$ cat config.mk
export PLATFORM = sky130hd
export DESIGN_NAME = phy_link_ctrl
export DESIGN_NICKNAME = d
export VERILOG_FILES = /design/src/rtl/phy_link_ctrl_pkg.sv /design/src/rtl/phy_link_ctrl_lane_fifo.sv /design/src/rtl/phy_link_ctrl.sv
export SDC_FILE = /design/constraint.sdc
export NUM_CORES = 1
export LEC_CHECK = 0
export ABC_AREA = 1
export CAP_MARGIN = 20
export CORE_UTILIZATION = 40
export CTS_CLUSTER_DIAMETER = 200
export DETAILED_ROUTE_END_ITERATION = 7
export DONT_BUFFER_PORTS = 1
export GPL_TIMING_DRIVEN = 0
export PLACE_DENSITY_LB_ADDON = 0.15
export SYNTH_ARGS = -nofsm -noshare
export SYNTH_HDL_FRONTEND = slang
export SYNTH_SLANG_ARGS = --single-unit
$ cat constraint.sdc
create_clock -name clk1f -period 14.35 [get_ports clk1f]
set_input_delay 1.435 -clock clk1f [delete_from_list [all_inputs] [get_ports clk1f]]
set_output_delay 1.435 -clock clk1f [all_outputs]
set_load 0.02 [all_outputs]
$ cat src/rtl/phy_link_ctrl_pkg.sv
// Shared definitions for the phy link controller.
//   - Line symbols driven toward the phy (COM for training, IDL for empty lanes).
//   - Controller state encoding.
//   - Default training / buffering parameters.
//   - Helper that qualifies one rx sample as a good lock cycle.
package phy_link_ctrl_pkg;

    localparam int NUM_LANES = 4;

    localparam logic [7:0] SYM_COM = 8'hBC;
    localparam logic [7:0] SYM_IDL = 8'h7C;

    localparam int DEF_TRAIN_CYCLES = 16;
    localparam int DEF_LOCK_COUNT   = 4;
    localparam int DEF_MAX_RETRY    = 3;
    localparam int DEF_FIFO_DEPTH   = 4;

    typedef enum logic [2:0] {
        ST_IDLE   = 3'd0,
        ST_TRAIN  = 3'd1,
        ST_ACTIVE = 3'd2,
        ST_DRAIN  = 3'd3,
        ST_FAIL   = 3'd4
    } link_state_e;

    // A lock cycle needs every lane reporting valid and lane 0 echoing COM.
    function automatic logic rx_lock_ok(input logic [3:0] valid, input logic [7:0] data);
        return (valid == 4'b1111) && (data == SYM_COM);
    endfunction

endpackage

$ cat src/rtl/phy_link_ctrl_lane_fifo.sv
// Per-lane synchronous FIFO.
//   clk1f  in   clock, all state on rising edge
//   reset  in   asynchronous active-high, empties the FIFO and clears storage
//   push   in   write din (ignored while full)
//   pop    in   drop head entry (ignored while empty)
//   din    in   WIDTH write data
//   head   out  oldest entry (valid while !empty)
//   full   out  count == DEPTH
//   empty  out  count == 0
// DEPTH must be a power of two >= 2 so that the pointers wrap naturally.
module phy_link_ctrl_lane_fifo #(
    parameter int DEPTH = 4,
    parameter int WIDTH = 8
) (
    input  logic             clk1f,
    input  logic             reset,
    input  logic             push,
    input  logic             pop,
    input  logic [WIDTH-1:0] din,
    output logic [WIDTH-1:0] head,
    output logic             full,
    output logic             empty
);

    localparam int AW = $clog2(DEPTH);
    localparam int CW = AW + 1;

    logic [WIDTH-1:0] mem_r [DEPTH];
    logic [AW-1:0]    wr_ptr_r;
    logic [AW-1:0]    rd_ptr_r;
    logic [CW-1:0]    count_r;
    logic             push_ok_s;
    logic             pop_ok_s;

    assign full      = (count_r == CW'(DEPTH));
    assign empty     = (count_r == {CW{1'b0}});
    assign push_ok_s = push && !full;
    assign pop_ok_s  = pop && !empty;
    assign head      = mem_r[rd_ptr_r];

    // Storage, pointers and occupancy; push and pop may both happen in one cycle.
    always_ff @(posedge clk1f or posedge reset) begin
        if (reset) begin
            for (int i = 0; i < DEPTH; i++) begin
                mem_r[i] <= {WIDTH{1'b0}};
            end
            wr_ptr_r <= {AW{1'b0}};
            rd_ptr_r <= {AW{1'b0}};
            count_r  <= {CW{1'b0}};
        end else begin
            if (push_ok_s) begin
                mem_r[wr_ptr_r] <= din;
                wr_ptr_r        <= wr_ptr_r + AW'(1);
            end
            if (pop_ok_s) begin
                rd_ptr_r <= rd_ptr_r + AW'(1);
            end
            case ({push_ok_s, pop_ok_s})
                2'b10:   count_r <= count_r + CW'(1);
                2'b01:   count_r <= count_r - CW'(1);
                default: count_r <= count_r;
            endcase
        end
    end

endmodule

$ cat src/rtl/phy_link_ctrl.sv
// Link sequencer / scheduler in front of a 4-lane phy.
//   clk1f            in   sole clock
//   reset            in   asynchronous active-high
//   enable           in   1 = train and stay up, 0 = drain then idle
//   req_data0..3     in   requester byte per lane
//   req_valid        in   per-lane requester valid
//   req_ready        out  per-lane ready (ACTIVE and FIFO not full)
//   phy_in0..3       out  registered bytes toward the phy
//   phy_validin      out  registered per-lane valid toward the phy
//   rx_out0          in   phy lane-0 receive data, used for lock detect
//   rx_validout      in   phy receive valids
//   link_up          out  registered, high only in ACTIVE
//   fail             out  registered, high only in FAIL
// Training drives COM on every lane until LOCK_COUNT consecutive good rx
// cycles are seen; each attempt lasts TRAIN_CYCLES cycles and MAX_RETRY
// failed attempts end in FAIL. Once up, each lane FIFO is popped every cycle
// it holds data; empty lanes carry IDL with valid low.
module phy_link_ctrl
    import phy_link_ctrl_pkg::*;
#(
    parameter int TRAIN_CYCLES = DEF_TRAIN_CYCLES,
    parameter int LOCK_COUNT   = DEF_LOCK_COUNT,
    parameter int MAX_RETRY    = DEF_MAX_RETRY,
    parameter int FIFO_DEPTH   = DEF_FIFO_DEPTH
) (
    input  logic       clk1f,
    input  logic       reset,
    input  logic       enable,
    input  logic [7:0] req_data0,
    input  logic [7:0] req_data1,
    input  logic [7:0] req_data2,
    input  logic [7:0] req_data3,
    input  logic [3:0] req_valid,
    output logic [3:0] req_ready,
    output logic [7:0] phy_in0,
    output logic [7:0] phy_in1,
    output logic [7:0] phy_in2,
    output logic [7:0] phy_in3,
    output logic [3:0] phy_validin,
    input  logic [7:0] rx_out0,
    input  logic [3:0] rx_validout,
    output logic       link_up,
    output logic       fail
);

    localparam int TW = $clog2(TRAIN_CYCLES);
    localparam int LW = $clog2(LOCK_COUNT + 1);
    localparam int RW = (MAX_RETRY > 1) ? $clog2(MAX_RETRY) : 1;

    link_state_e          st_r;
    link_state_e          nxt_s;
    logic [TW-1:0]        train_cnt_r;
    logic [LW-1:0]        lock_cnt_r;
    logic [RW-1:0]        retry_r;
    logic                 rx_good_s;
    logic                 lock_hit_s;
    logic                 train_end_s;
    logic                 retry_last_s;
    logic                 serving_s;
    logic                 all_empty_s;
    logic [7:0]           req_data_s [NUM_LANES];
    logic [7:0]           head_s     [NUM_LANES];
    logic [NUM_LANES-1:0] full_s;
    logic [NUM_LANES-1:0] empty_s;
    logic [NUM_LANES-1:0] push_s;
    logic [NUM_LANES-1:0] pop_s;
    logic [7:0]           phy_in_r   [NUM_LANES];
    logic [NUM_LANES-1:0] phy_validin_r;
    logic                 link_up_r;
    logic                 fail_r;

    assign req_data_s[0] = req_data0;
    assign req_data_s[1] = req_data1;
    assign req_data_s[2] = req_data2;
    assign req_data_s[3] = req_data3;

    assign rx_good_s    = rx_lock_ok(rx_validout, rx_out0);
    // Lock completes on the edge that brings the run of good cycles to LOCK_COUNT.
    assign lock_hit_s   = rx_good_s && (lock_cnt_r == LW'(LOCK_COUNT - 1));
    assign train_end_s  = (train_cnt_r == TW'(TRAIN_CYCLES - 1));
    assign retry_last_s = (retry_r == RW'(MAX_RETRY - 1));

    // Lanes are served (popped) in ACTIVE and while draining.
    assign serving_s   = (st_r == ST_ACTIVE) || (st_r == ST_DRAIN);
    assign all_empty_s = &empty_s;
    assign pop_s       = serving_s ? ~empty_s : {NUM_LANES{1'b0}};
    // Ready depends only on state and occupancy, never on req_valid.
    assign req_ready   = (st_r == ST_ACTIVE) ? ~full_s : {NUM_LANES{1'b0}};
    assign push_s      = req_valid & req_ready;

    for (genvar g = 0; g < NUM_LANES; g++) begin : g_lane
        phy_link_ctrl_lane_fifo #(
            .DEPTH (FIFO_DEPTH),
            .WIDTH (8)
        ) u_fifo (
            .clk1f (clk1f),
            .reset (reset),
            .push  (push_s[g]),
            .pop   (pop_s[g]),
            .din   (req_data_s[g]),
            .head  (head_s[g]),
            .full  (full_s[g]),
            .empty (empty_s[g])
        );
    end

    // Controller state register.
    always_ff @(posedge clk1f or posedge reset) begin
        if (reset) begin
            st_r <= ST_IDLE;
        end else begin
            st_r <= nxt_s;
        end
    end

    // Next-state decode; disable in TRAIN wins over lock and timeout.
    always_comb begin
        nxt_s = st_r;
        case (st_r)
            ST_IDLE: begin
                if (enable) nxt_s = ST_TRAIN;
                else        nxt_s = ST_IDLE;
            end
            ST_TRAIN: begin
                if (!enable)                         nxt_s = ST_IDLE;
                else if (lock_hit_s)                 nxt_s = ST_ACTIVE;
                else if (train_end_s && retry_last_s) nxt_s = ST_FAIL;
                else                                 nxt_s = ST_TRAIN;
            end
            ST_ACTIVE: begin
                if (!enable) nxt_s = ST_DRAIN;
                else         nxt_s = ST_ACTIVE;
            end
            ST_DRAIN: begin
                if (all_empty_s) nxt_s = ST_IDLE;
                else             nxt_s = ST_DRAIN;
            end
            ST_FAIL: begin
                if (!enable) nxt_s = ST_FAIL == ST_FAIL ? ST_IDLE : ST_FAIL;
                else         nxt_s = ST_FAIL;
            end
            default: nxt_s = ST_IDLE;
        endcase
    end

    // Training counters; held at zero outside TRAIN so every entry starts clean.
    always_ff @(posedge clk1f or posedge reset) begin
        if (reset) begin
            train_cnt_r <= {TW{1'b0}};
            lock_cnt_r  <= {LW{1'b0}};
            retry_r     <= {RW{1'b0}};
        end else if (st_r != ST_TRAIN) begin
            train_cnt_r <= {TW{1'b0}};
            lock_cnt_r  <= {LW{1'b0}};
            retry_r     <= {RW{1'b0}};
        end else if (train_end_s) begin
            // Attempt timed out: restart with fresh counters.
            train_cnt_r <= {TW{1'b0}};
            lock_cnt_r  <= {LW{1'b0}};
            if (!retry_last_s) retry_r <= retry_r + RW'(1);
            else               retry_r <= retry_r;
        end else begin
            train_cnt_r <= train_cnt_r + TW'(1);
            if (!rx_good_s)                           lock_cnt_r <= {LW{1'b0}};
            else if (lock_cnt_r != LW'(LOCK_COUNT))   lock_cnt_r <= lock_cnt_r + LW'(1);
            else                                      lock_cnt_r <= lock_cnt_r;
        end
    end

    // Registered output stage, keyed on the state being entered so that
    // outputs always reflect the current state.
    always_ff @(posedge clk1f or posedge reset) begin
        if (reset) begin
            for (int i = 0; i < NUM_LANES; i++) begin
                phy_in_r[i] <= 8'h00;
            end
            phy_validin_r <= {NUM_LANES{1'b0}};
            link_up_r     <= 1'b0;
            fail_r        <= 1'b0;
        end else begin
            case (nxt_s)
                ST_TRAIN: begin
                    for (int i = 0; i < NUM_LANES; i++) begin
                        phy_in_r[i] <= SYM_COM;
                    end
                    phy_validin_r <= {NUM_LANES{1'b1}};
                end
                ST_ACTIVE, ST_DRAIN: begin
                    for (int i = 0; i < NUM_LANES; i++) begin
                        phy_in_r[i] <= pop_s[i] ? head_s[i] : SYM_IDL;
                    end
                    phy_validin_r <= pop_s;
                end
                default: begin
                    for (int i = 0; i < NUM_LANES; i++) begin
                        phy_in_r[i] <= 8'h00;
                    end
                    phy_validin_r <= {NUM_LANES{1'b0}};
                end
            endcase
            link_up_r <= (nxt_s == ST_ACTIVE);
            fail_r    <= (nxt_s == ST_FAIL);
        end
    end

    assign phy_in0     = phy_in_r[0];
    assign phy_in1     = phy_in_r[1];
    assign phy_in2     = phy_in_r[2];
    assign phy_in3     = phy_in_r[3];
    assign phy_validin = phy_validin_r;
    assign link_up     = link_up_r;
    assign fail        = fail_r;

endmodule
Word-level counts from Yosys, hierarchy flattened. Index checks and enable logic that the tools add are counted.

Register bits after elaboration: 206. ROM bits: 0. Bits in writable memories: 0. Bits in latches: 0. Memories kept: 0. Word-level logic and storage cells: 200. Output and inout port bits: 42.

Divide/modulo/power cells: 0. Shift-type cells: 0. Reduce and logical (&&, ||, !) cells: 37. Add/subtract/negate cells: 19. Eq/ne operators: 29. $mul: 0. Multiplexer cells: 53. Order comparisons: 12. Bitwise logic cells: 11.

Operators with widths (number): 32-bit bitwise mux (4); 8-bit two-way mux (16); 8-bit binary-select mux with 2-bit select (4); 8-bit demux with 2-bit select (4); 32-bit case mux with 2 select lines (1); 3-bit greater-or-equal comparator, second input constant (8); 3-bit two-way mux (8); 2-bit inverter with 3-bit output (8); 3-bit case mux with 2 select lines (4); 2-bit by 1-bit adder with 2-bit output, second input constant (9); 3-bit equality test, second input constant (6); 4-bit two-way mux (4); 3-bit by 1-bit adder with 3-bit output, second input constant (5); 3-bit by 2-bit equality test with 1-bit output, second input constant (5); 1-bit logical AND (15); 3-bit zero test (5); 3-bit case mux with 5 select lines (1); 3-bit by 1-bit < comparator with 1-bit output, second input constant (4); 3-bit by 1-bit subtractor with 3-bit output, second input constant (4); 2-bit equality test, second input constant (5); 2-bit nonzero test (5); 2-bit by 1-bit equality test with 1-bit output, second input constant (4); 4-bit equality test, second input constant (2); 8-bit equality test, second input constant (1); other kinds (16) (29).

Longest topological paths before layout. Gate-level depths: netlist (run 1).

Depth in word-level cells: 9. Gate-level depth with buffers: 12. Mapped depth without buffers: 11.

Cells and area by module. From an unflattened synthesis (run 1), not the netlist that was laid out.

Cells, all modules: 1243. Area total of the unflattened synthesis: 10296.1 sq um.

By module, submodules not included: phy_link_ctrl_lane_fifo (area an instance 2035.7 sq um, instances 4, cells an instance 252); phy_link_ctrl (area an instance 2153.3 sq um, instances 1, cells an instance 235).

Least setup slack after synthesis (run 1). OpenSTA, ideal clock, no wires.

Kind: input to register. Start point: input port req_valid[1]. End point: register g_lane[1].u_fifo.count_r[2]. Setup time: 131 ps. Arrival time: 2702 ps. Stages: 8. Slack: 11517 ps. Cells stage by stage: nand2_4 -> buf_2 -> ha_1 -> inv_1 -> fa_1 -> a21oi_1 -> o21ai_0 -> xor2_1.

Longest elaborated chain between the ends: 4. Elaborated cells between the ends (all ways): 6. Classes of those cells: 2 x eq/ne; 1 x mux; 1 x bitwise; 2 x reduce/logical.

RTL lines: start: declaration (line phy_link_ctrl.sv:33) `input logic [3:0] req_valid,`; 4-bit AND (*) (line phy_link_ctrl.sv:89) `assign push_s = req_valid & req_ready;`; 1-bit logical AND (*) (line phy_link_ctrl_lane_fifo.sv:37) `assign push_ok_s = push && !full;`; 2-bit by 1-bit equality test with 1-bit output or 2-bit equality test (tied branches) (line phy_link_ctrl_lane_fifo.sv:58) `case ({push_ok_s, pop_ok_s})`; 3-bit case mux with 2 select lines or 2-bit nonzero test (tied branches); end signal: assignment (line phy_link_ctrl_lane_fifo.sv:59) `2'b10: count_r <= count_r + CW'(1);`; end signal: assignment (line phy_link_ctrl_lane_fifo.sv:60) `2'b01: count_r <= count_r - CW'(1);`; end signal: assignment (line phy_link_ctrl_lane_fifo.sv:61) `default: count_r <= count_r;`; end: declaration (line phy_link_ctrl_lane_fifo.sv:31) `logic [CW-1:0] count_r;`.

Mark *: on every way between the ends. The rest lies on a longest branch, timed or not. A chain may end at the register's enable or synchronous reset.

Worst setup path in the final report (run 1).
Start point: register st_r[2]. End point: output port req_ready[1].

Longest elaborated chain between the ends: 2.

RTL lines: start: declaration (line phy_link_ctrl.sv:50) `link_state_e st_r;`; start signal: assignment (line phy_link_ctrl.sv:112) `st_r <= nxt_s;`; 3-bit by 2-bit equality test with 1-bit output (line phy_link_ctrl.sv:88) `assign req_ready = (st_r == ST_ACTIVE) ? ~full_s : {NUM_LANES{1'b0}};`; 4-bit two-way mux (line phy_link_ctrl.sv:88); end: declaration (line phy_link_ctrl.sv:34) `output logic [3:0] req_ready,`.

No other way between the ends.

==> flow_summary.yaml, run 1 <==
grt:
  overflow: 0
  antenna_found_initial: 0
  grt_pass1_wl_mm: 37.6
  grt_pass1_vias: 7026
  grt_max_degree: 116
  grt_use_total_pct: 19.8
route:
  wirelength_mm: 23.0
  vias_per_cell: 4.91
  routedWlPerCell_um: 16.0
  drtAntennaViolNets: 0
  num_vias: 7069
  drcViolationCount: 0
  drt-pass1-iter-count: 4
  drtIter0Drc: 417
clocking:
  clock_path_buffers: 3
  htreeDepth: 1
  post_cts_resized: 0
  clkLatencyLatePin_ns: 0.51
  cts_tree: "done"
  numCtsBuffers: 24
  root_buffer: "clkbuf_16"
  cts-hold-fix-buffers: 0
  cts_sinks: 206
  post-cts-setup-buffers: 0
  clk_pin_slew_ns: 0.06
worst_hold_path:
  hold_path_depth: 1
  hp-class: "register to register"
timing:
  min_period_ns: 3.08
  fmax_mhz: 324
  timing.final.crit_share_pct: 21.5
  setup_viol: 0
  tightest_slew_ns: 0.658
  relSlewSlack_pct: 56.1
  hold_viol: 0
  fin_skew_ns: 0.0114
  rsz0062_at_grt: "no"
  maxSlewViolCount: 0
  final.setup.tns_ns: 0
critical_path:
  cp.arrival_ns: 1.65
  cp_top_family: "flip-flops"
  reg2reg_slack_ns: 11.90
  cp_cell_sequence: "nor2_4, nand2_4, a31oi_4"
  path_class: "register to output port"
  required_ns: 12.91
  cp_slowest_cell: "dfrtp_1"
  path_max_fanout: 6
  r2r-end: "g_lane[1].u_fifo.count_r[1]$_DFFE_PP0P_"
  startpoint_type: "register"
  worst-path-buf-inv: 0
  endpoint_kind: "output port"
  cp.depth: 3
  endpoint: "req_ready[1]"
  cp-startpoint: "st_r[2]$_DFF_PP0_"
  slowest_delay_ns: 0.43
  r2r_cells: 9
  timing.rr.start: "st_r[2]$_DFF_PP0_"
synthesis:
  synth_cell_types: 28
  synth.ff_latch_count: 206
  syn_area_per_cell_um2: 8.76
  yosysWarningCount: 0
  yosysTopAreaCell: "dfrtp_1"
  syn-cell-area_um2: 9480
  synth_fp_nets: 1162
  netlist_top_cells_area: "dfrtp_1 54%, nand2_1 11%, o21ai_0 10%"
  synth_seq_area_share_pct: 54.4
  synth_top_area_share_pct: 54.4
  netlist_instances: 1082
cells_and_area:
  drive_gt1_share_pct: 7.81
  nets: 1189
  insertedDiodeCount: 0
  utilization_pct: 46.8
  syn_to_final_growth_pct: 13.2
floorplan:
  die_h_um: 156
  start_util_pct: 41.4
  ioPinCount: 93
  die_width_um: 156
  core.rowCount: 55
  core_um2: 22900
  die_area_um2: 24300
pwr:
  finalPower_mw: 2.28
  powerDensity_nw_per_um2: 212
  peakVddDrop_uv: 104
  p_leak_nw: 5.23
placed_design:
  post-dp-hpwl_mm: 15.3
  portBuffers: 0
  routabilityCongestion: 0.783
status:
  status: "finished, final reports clean"
flow_run:
  cap_violations: 0
-- how the worst min path moves through the flow --
stage / startpoint / end
4_1_cts: train_cnt_r[0]$_DFF_PP0_ / train_cnt_r[0]$_DFF_PP0_
6_report: train_cnt_r[0]$_DFF_PP0_ / train_cnt_r[0]$_DFF_PP0_
3_5_place_dp: train_cnt_r[0]$_DFF_PP0_ / train_cnt_r[0]$_DFF_PP0_
5_1_grt: g_lane[1].u_fifo.count_r[0]$_DFFE_PP0P_ / g_lane[1].u_fifo.count_r[0]$_DFFE_PP0P_
2_1_floorplan: train_cnt_r[0]$_DFF_PP0_ / train_cnt_r[0]$_DFF_PP0_
3_3_place_gp: train_cnt_r[0]$_DFF_PP0_ / train_cnt_r[0]$_DFF_PP0_
-- cells in the final DEF (no fill, tap or decap), types with 8 or more instances in the layout --
| cell type | count |
|---|---|
| buf_2 | 8 |
| buf_4 | 10 |
| nor2_2 | 8 |
| inv_1 | 131 |
| nand3_1 | 25 |
| a21oi_1 | 80 |
| o21ai_0 | 192 |
| nor2_1 | 40 |
| clkbuf_1 | 24 |
| clkbuf_16 | 25 |
| xor2_1 | 13 |
| nor2_4 | 8 |
| nand2_1 | 270 |
| ha_1 | 25 |
| dfrtp_1 | 206 |
-- final cells by class --
| cell class | count | area (µm²) |
|---|---|---|
| Buffer | 39 | 194 |
| Clock buffer | 35 | 733 |
| Clock inverter | 9 | 95.1 |
| Fill cell | 2237 | 12200 |
| Inverter | 135 | 514 |
| Multi-Input combinational cell | 702 | 3620 |
| Sequential cell | 206 | 5150 |
| Tap cell | 313 | 392 |
| Timing Repair Buffer | 1 | 27.5 |
-- through the flow --
stage	instances	cell area (µm²)	worst slack, ns	hold slack (ns)
6_report	1440	10700	11.27	0.455
5_1_grt	1440	10700	11.18	0.490
4_1_cts	1440	10700	11.22	0.460
3_5_place_dp	1396	9910	11.35	0.452
3_3_place_gp	1395	9870	4.70	0.449
2_1_floorplan	1082	9480	7.29	0.429
-- worst reg2reg max path: cells and delay by family, from the launching register on --
family          cells  cell delay [ns]
fa+ha+maj           2             0.60
compound gates      2             0.53
simple gates        3             0.48
flops               1             0.43
buf+inv             2             0.33
-- kinds of logic after synthesis --
kind of cell | synth area share, %
AOI/OAI and AO/OA | 16.1
xor gates and xnor gates | 1.76
adders and majority gates | 4.14
buffers and inverters | 7.39
DFF | 54.4
and+or+nand+nor | 16.2
-- per-layer routing --
| layer | track usage, % | wire [µm] | up-vias |
|---|---|---|---|
| li1 | - | - | 3526 |
| met1 | 28.0 | 11000 | 3332 |
| met2 | 30.8 | 10100 | 168 |
| met3 | 4.08 | 1400 | 43 |
| met4 | 5.70 | 459 | 0 |
| met5 | 0 | 0 | - |
-- synth_stat cells --
cell / instances
a211oi_1: 1
a21oi_1: 80
a31oi_4: 4
and2_1: 1
buf_2: 8
buf_4: 10
clkbuf_1: 21
clkinv_1: 2
dfrtp_1: 206
fa_1: 4
ha_1: 25
inv_1: 132
inv_2: 1
nand2_1: 270
nand2_4: 5
nand3_1: 25
nand3_2: 1
nand4_1: 2
nor2_1: 40
nor2_2: 8
nor2_4: 8
nor3_1: 5
o211ai_1: 4
o21ai_0: 192
o21ai_1: 7
o22ai_1: 1
xnor2_1: 6
xor2_1: 13
-- flip-flops by register name, summed over array words and instances, names as in the netlist, 4 cells and up --
| signal | flops |
|---|---|
| g_lane.u_fifo.count_r | 12 |
| g_lane.u_fifo.wr_ptr_r | 8 |
| phy_validin | 4 |
| g_lane.u_fifo.mem_r | 128 |
| phy_in0 | 8 |
| train_cnt_r | 4 |
| phy_in2 | 8 |
| phy_in3 | 8 |
| phy_in1 | 8 |
| g_lane.u_fifo.rd_ptr_r | 8 |
-- power by group --
| group | switching (mW) | total (mW) | internal [mW] | leakage [nW] |
|---|---|---|---|---|
| Clock | 0.242 | 0.631 | 0.389 | 0.418 |
| Combinational | 0.467 | 0.682 | 0.215 | 2.30 |
| Sequential | 0.148 | 0.964 | 0.816 | 2.51 |
| Total | 0.857 | 2.28 | 1.42 | 5.23 |
Power figures use the tool's default switching activity.
==> run 2: changes to the inputs <==
- clock period: 14.35 -> 2.5 ns (I/O delays scaled with it)
==> flow_summary.yaml, run 2 (synthesized netlist as in run 1, its figures left out) <==
grt:
  grt_use_total_pct: 19.9
  overflow: 0
  antenna_found_initial: 0
  grt_max_degree: 41
  grt_pass1_wl_mm: 37.8
  grt_pass1_vias: 7171
critical_path:
  r2r-end: "g_lane[1].u_fifo.count_r[1]$_DFFE_PP0P_"
  path_max_fanout: 15
  required_ns: 2.93
  startpoint_type: "register"
  r2r_cells: 8
  cpMostUsedCell: "nand2_4"
  cp_top_family: "adder cells"
  cp_cell_sequence: "nor2_4, nand2_4, a31oi_4, nand2_4, ha_1, inv_1, fa_1, o21ai_0"
  cp.arrival_ns: 2.74
  slowest_delay_ns: 0.43
  timing.rr.start: "st_r[2]$_DFF_PP0_"
  endpoint_kind: "register"
  cp_slowest_cell: "dfrtp_1"
  worst-path-buf-inv: 1
  reg2reg_slack_ns: 0.19
  path_class: "register to register"
floorplan:
  core_um2: 22900
  die_h_um: 156
  start_util_pct: 41.4
  die_width_um: 156
  die_area_um2: 24300
  ioPinCount: 93
  core.rowCount: 55
route:
  met2_wirelength_mm: 10.7
  drtAntennaViolNets: 0
  dr.max_layer_used: "met4"
  met1_length_mm: 10.8
  routedWlPerCell_um: 15.7
  drcViolationCount: 0
  vias_per_cell: 4.87
  drtIter0Drc: 356
  wirelength_mm: 23.1
  drt-pass1-iter-count: 5
  wl_met3_mm: 1.10
  num_vias: 7176
cells_and_area:
  utilization_pct: 48.5
  nets: 1226
  mostFrequentLayoutCells: "270 x nand2_1, 206 x dfrtp_1, 192 x o21ai_0, 129 x inv_1, 80 x a21oi_1"
  top_register: "g_lane.u_fifo.mem_r"
  nFillCells: 2253
  stdcell_count: 1473
  insertedDiodeCount: 0
  largestRegisters: "g_lane.u_fifo.mem_r x128, g_lane.u_fifo.count_r x12"
  regArea_um2: 5150
  largest_register_ffs: 128
  syn_to_final_growth_pct: 17.2
  final_area_um2: 11100
  multi_input_area_um2: 3650
  drive_gt1_share_pct: 7.16
  final_common_cell: "nand2_1"
clocking:
  htreeDepth: 1
  cts_sinks: 206
  post-cts-setup-buffers: 0
  root_buffer: "clkbuf_16"
  numCtsBuffers: 24
  clkLatencyLatePin_ns: 0.52
  clk_pin_slew_ns: 0.06
  clock_path_buffers: 3
  cts_tree: "done"
timing:
  final.setup.tns_ns: 0
  relSlewSlack_pct: 60.1
  fmax_mhz: 433
  tightest_slew_ns: 0.597
  fin_skew_ns: 0.0101
  maxSlewViolCount: 0
  setup_viol: 0
  rsz0062_at_grt: "no"
  hold_viol: 0
  min_period_ns: 2.31
  timing.final.crit_share_pct: 92.4
  timing.final.ws_setup_ns: 0.191
  holdWs_ns: 0.0196
worst_hold_path:
  hp-class: "input pin to register"
  hold_end: "g_lane[1].u_fifo.wr_ptr_r[0]$_DFFE_PP0P_"
  hp-start: "req_valid[1]"
  hold_path_depth: 2
status:
  status: "finished, final reports clean"
placed_design:
  post-dp-hpwl_mm: 16.0
  routabilityCongestion: 0.779
  place_ws_ns: 0.0521
  dpl-instance-area_um2: 10000
  dp.cells: 1401
  portBuffers: 0
pwr:
  p_leak_nw: 5.34
  finalPower_mw: 12.9
  peakVddDrop_uv: 725
  powerDensity_nw_per_um2: 1160
flow_run:
  cap_violations: 0
run 2: changes by cell type in the layout (fill, tap and decap cells not counted), sizes merged:
cell,previous run,this run
clkinv,9,4
inv,133,132
bufinv,2,0
clkinvlp,0,1
dlygate4sd3,0,36
clkbuf,56,59
buf,19,20
run 2: final cells by class:
type,count,share of cell area (%)
Inverter,135,4.60
Buffer,35,1.57
Clock inverter,2,0.0901
Timing Repair Buffer,42,4.39
Sequential cell,206,46.4
Clock buffer,38,6.61
Tap cell,313,3.53
Multi-Input combinational cell,702,32.8
run 2: worst max-delay path by stage:
stage | from | to | slack (ns) | cells past startpoint
2_1_floorplan | reset | fail$_DFF_PP0_ | -0.42 | 1
3_3_place_gp | reset | g_lane[3].u_fifo.mem_r[8]$_DFFE_PP0P_ | -1.68 | 1
3_5_place_dp | st_r[2]$_DFF_PP0_ | g_lane[2].u_fifo.count_r[1]$_DFFE_PP0P_ | 0.05 | 9
4_1_cts | st_r[2]$_DFF_PP0_ | g_lane[0].u_fifo.count_r[1]$_DFFE_PP0P_ | 0.03 | 9
5_1_grt | st_r[2]$_DFF_PP0_ | g_lane[0].u_fifo.count_r[2]$_DFFE_PP0P_ | 0.02 | 9
6_report | st_r[2]$_DFF_PP0_ | g_lane[1].u_fifo.count_r[1]$_DFFE_PP0P_ | 0.19 | 8
run 2: power breakdown:
group / leakage, nW / total, mW / switching (mW) / internal, mW
Sequential: 2.51 / 5.55 / 0.863 / 4.69
Clock: 0.367 / 3.32 / 1.33 / 1.99
Combinational: 2.46 / 4.00 / 2.71 / 1.29
run 2: what timing repair did:
action | 4_1_cts | 5_1_grt
setup endpoints to repair | 0 | 7
hold endpoints to repair | 154 | 4
resized for setup | 0 | 5
hold buffers | 34 | 2
run 2: routing by layer:
metal | vias up | track usage [%]
met4 | 0 | 5.88
met3 | 35 | 3.78
met2 | 146 | 31.4
met1 | 3404 | 27.7
met5 | - | 0
li1 | 3591 | -
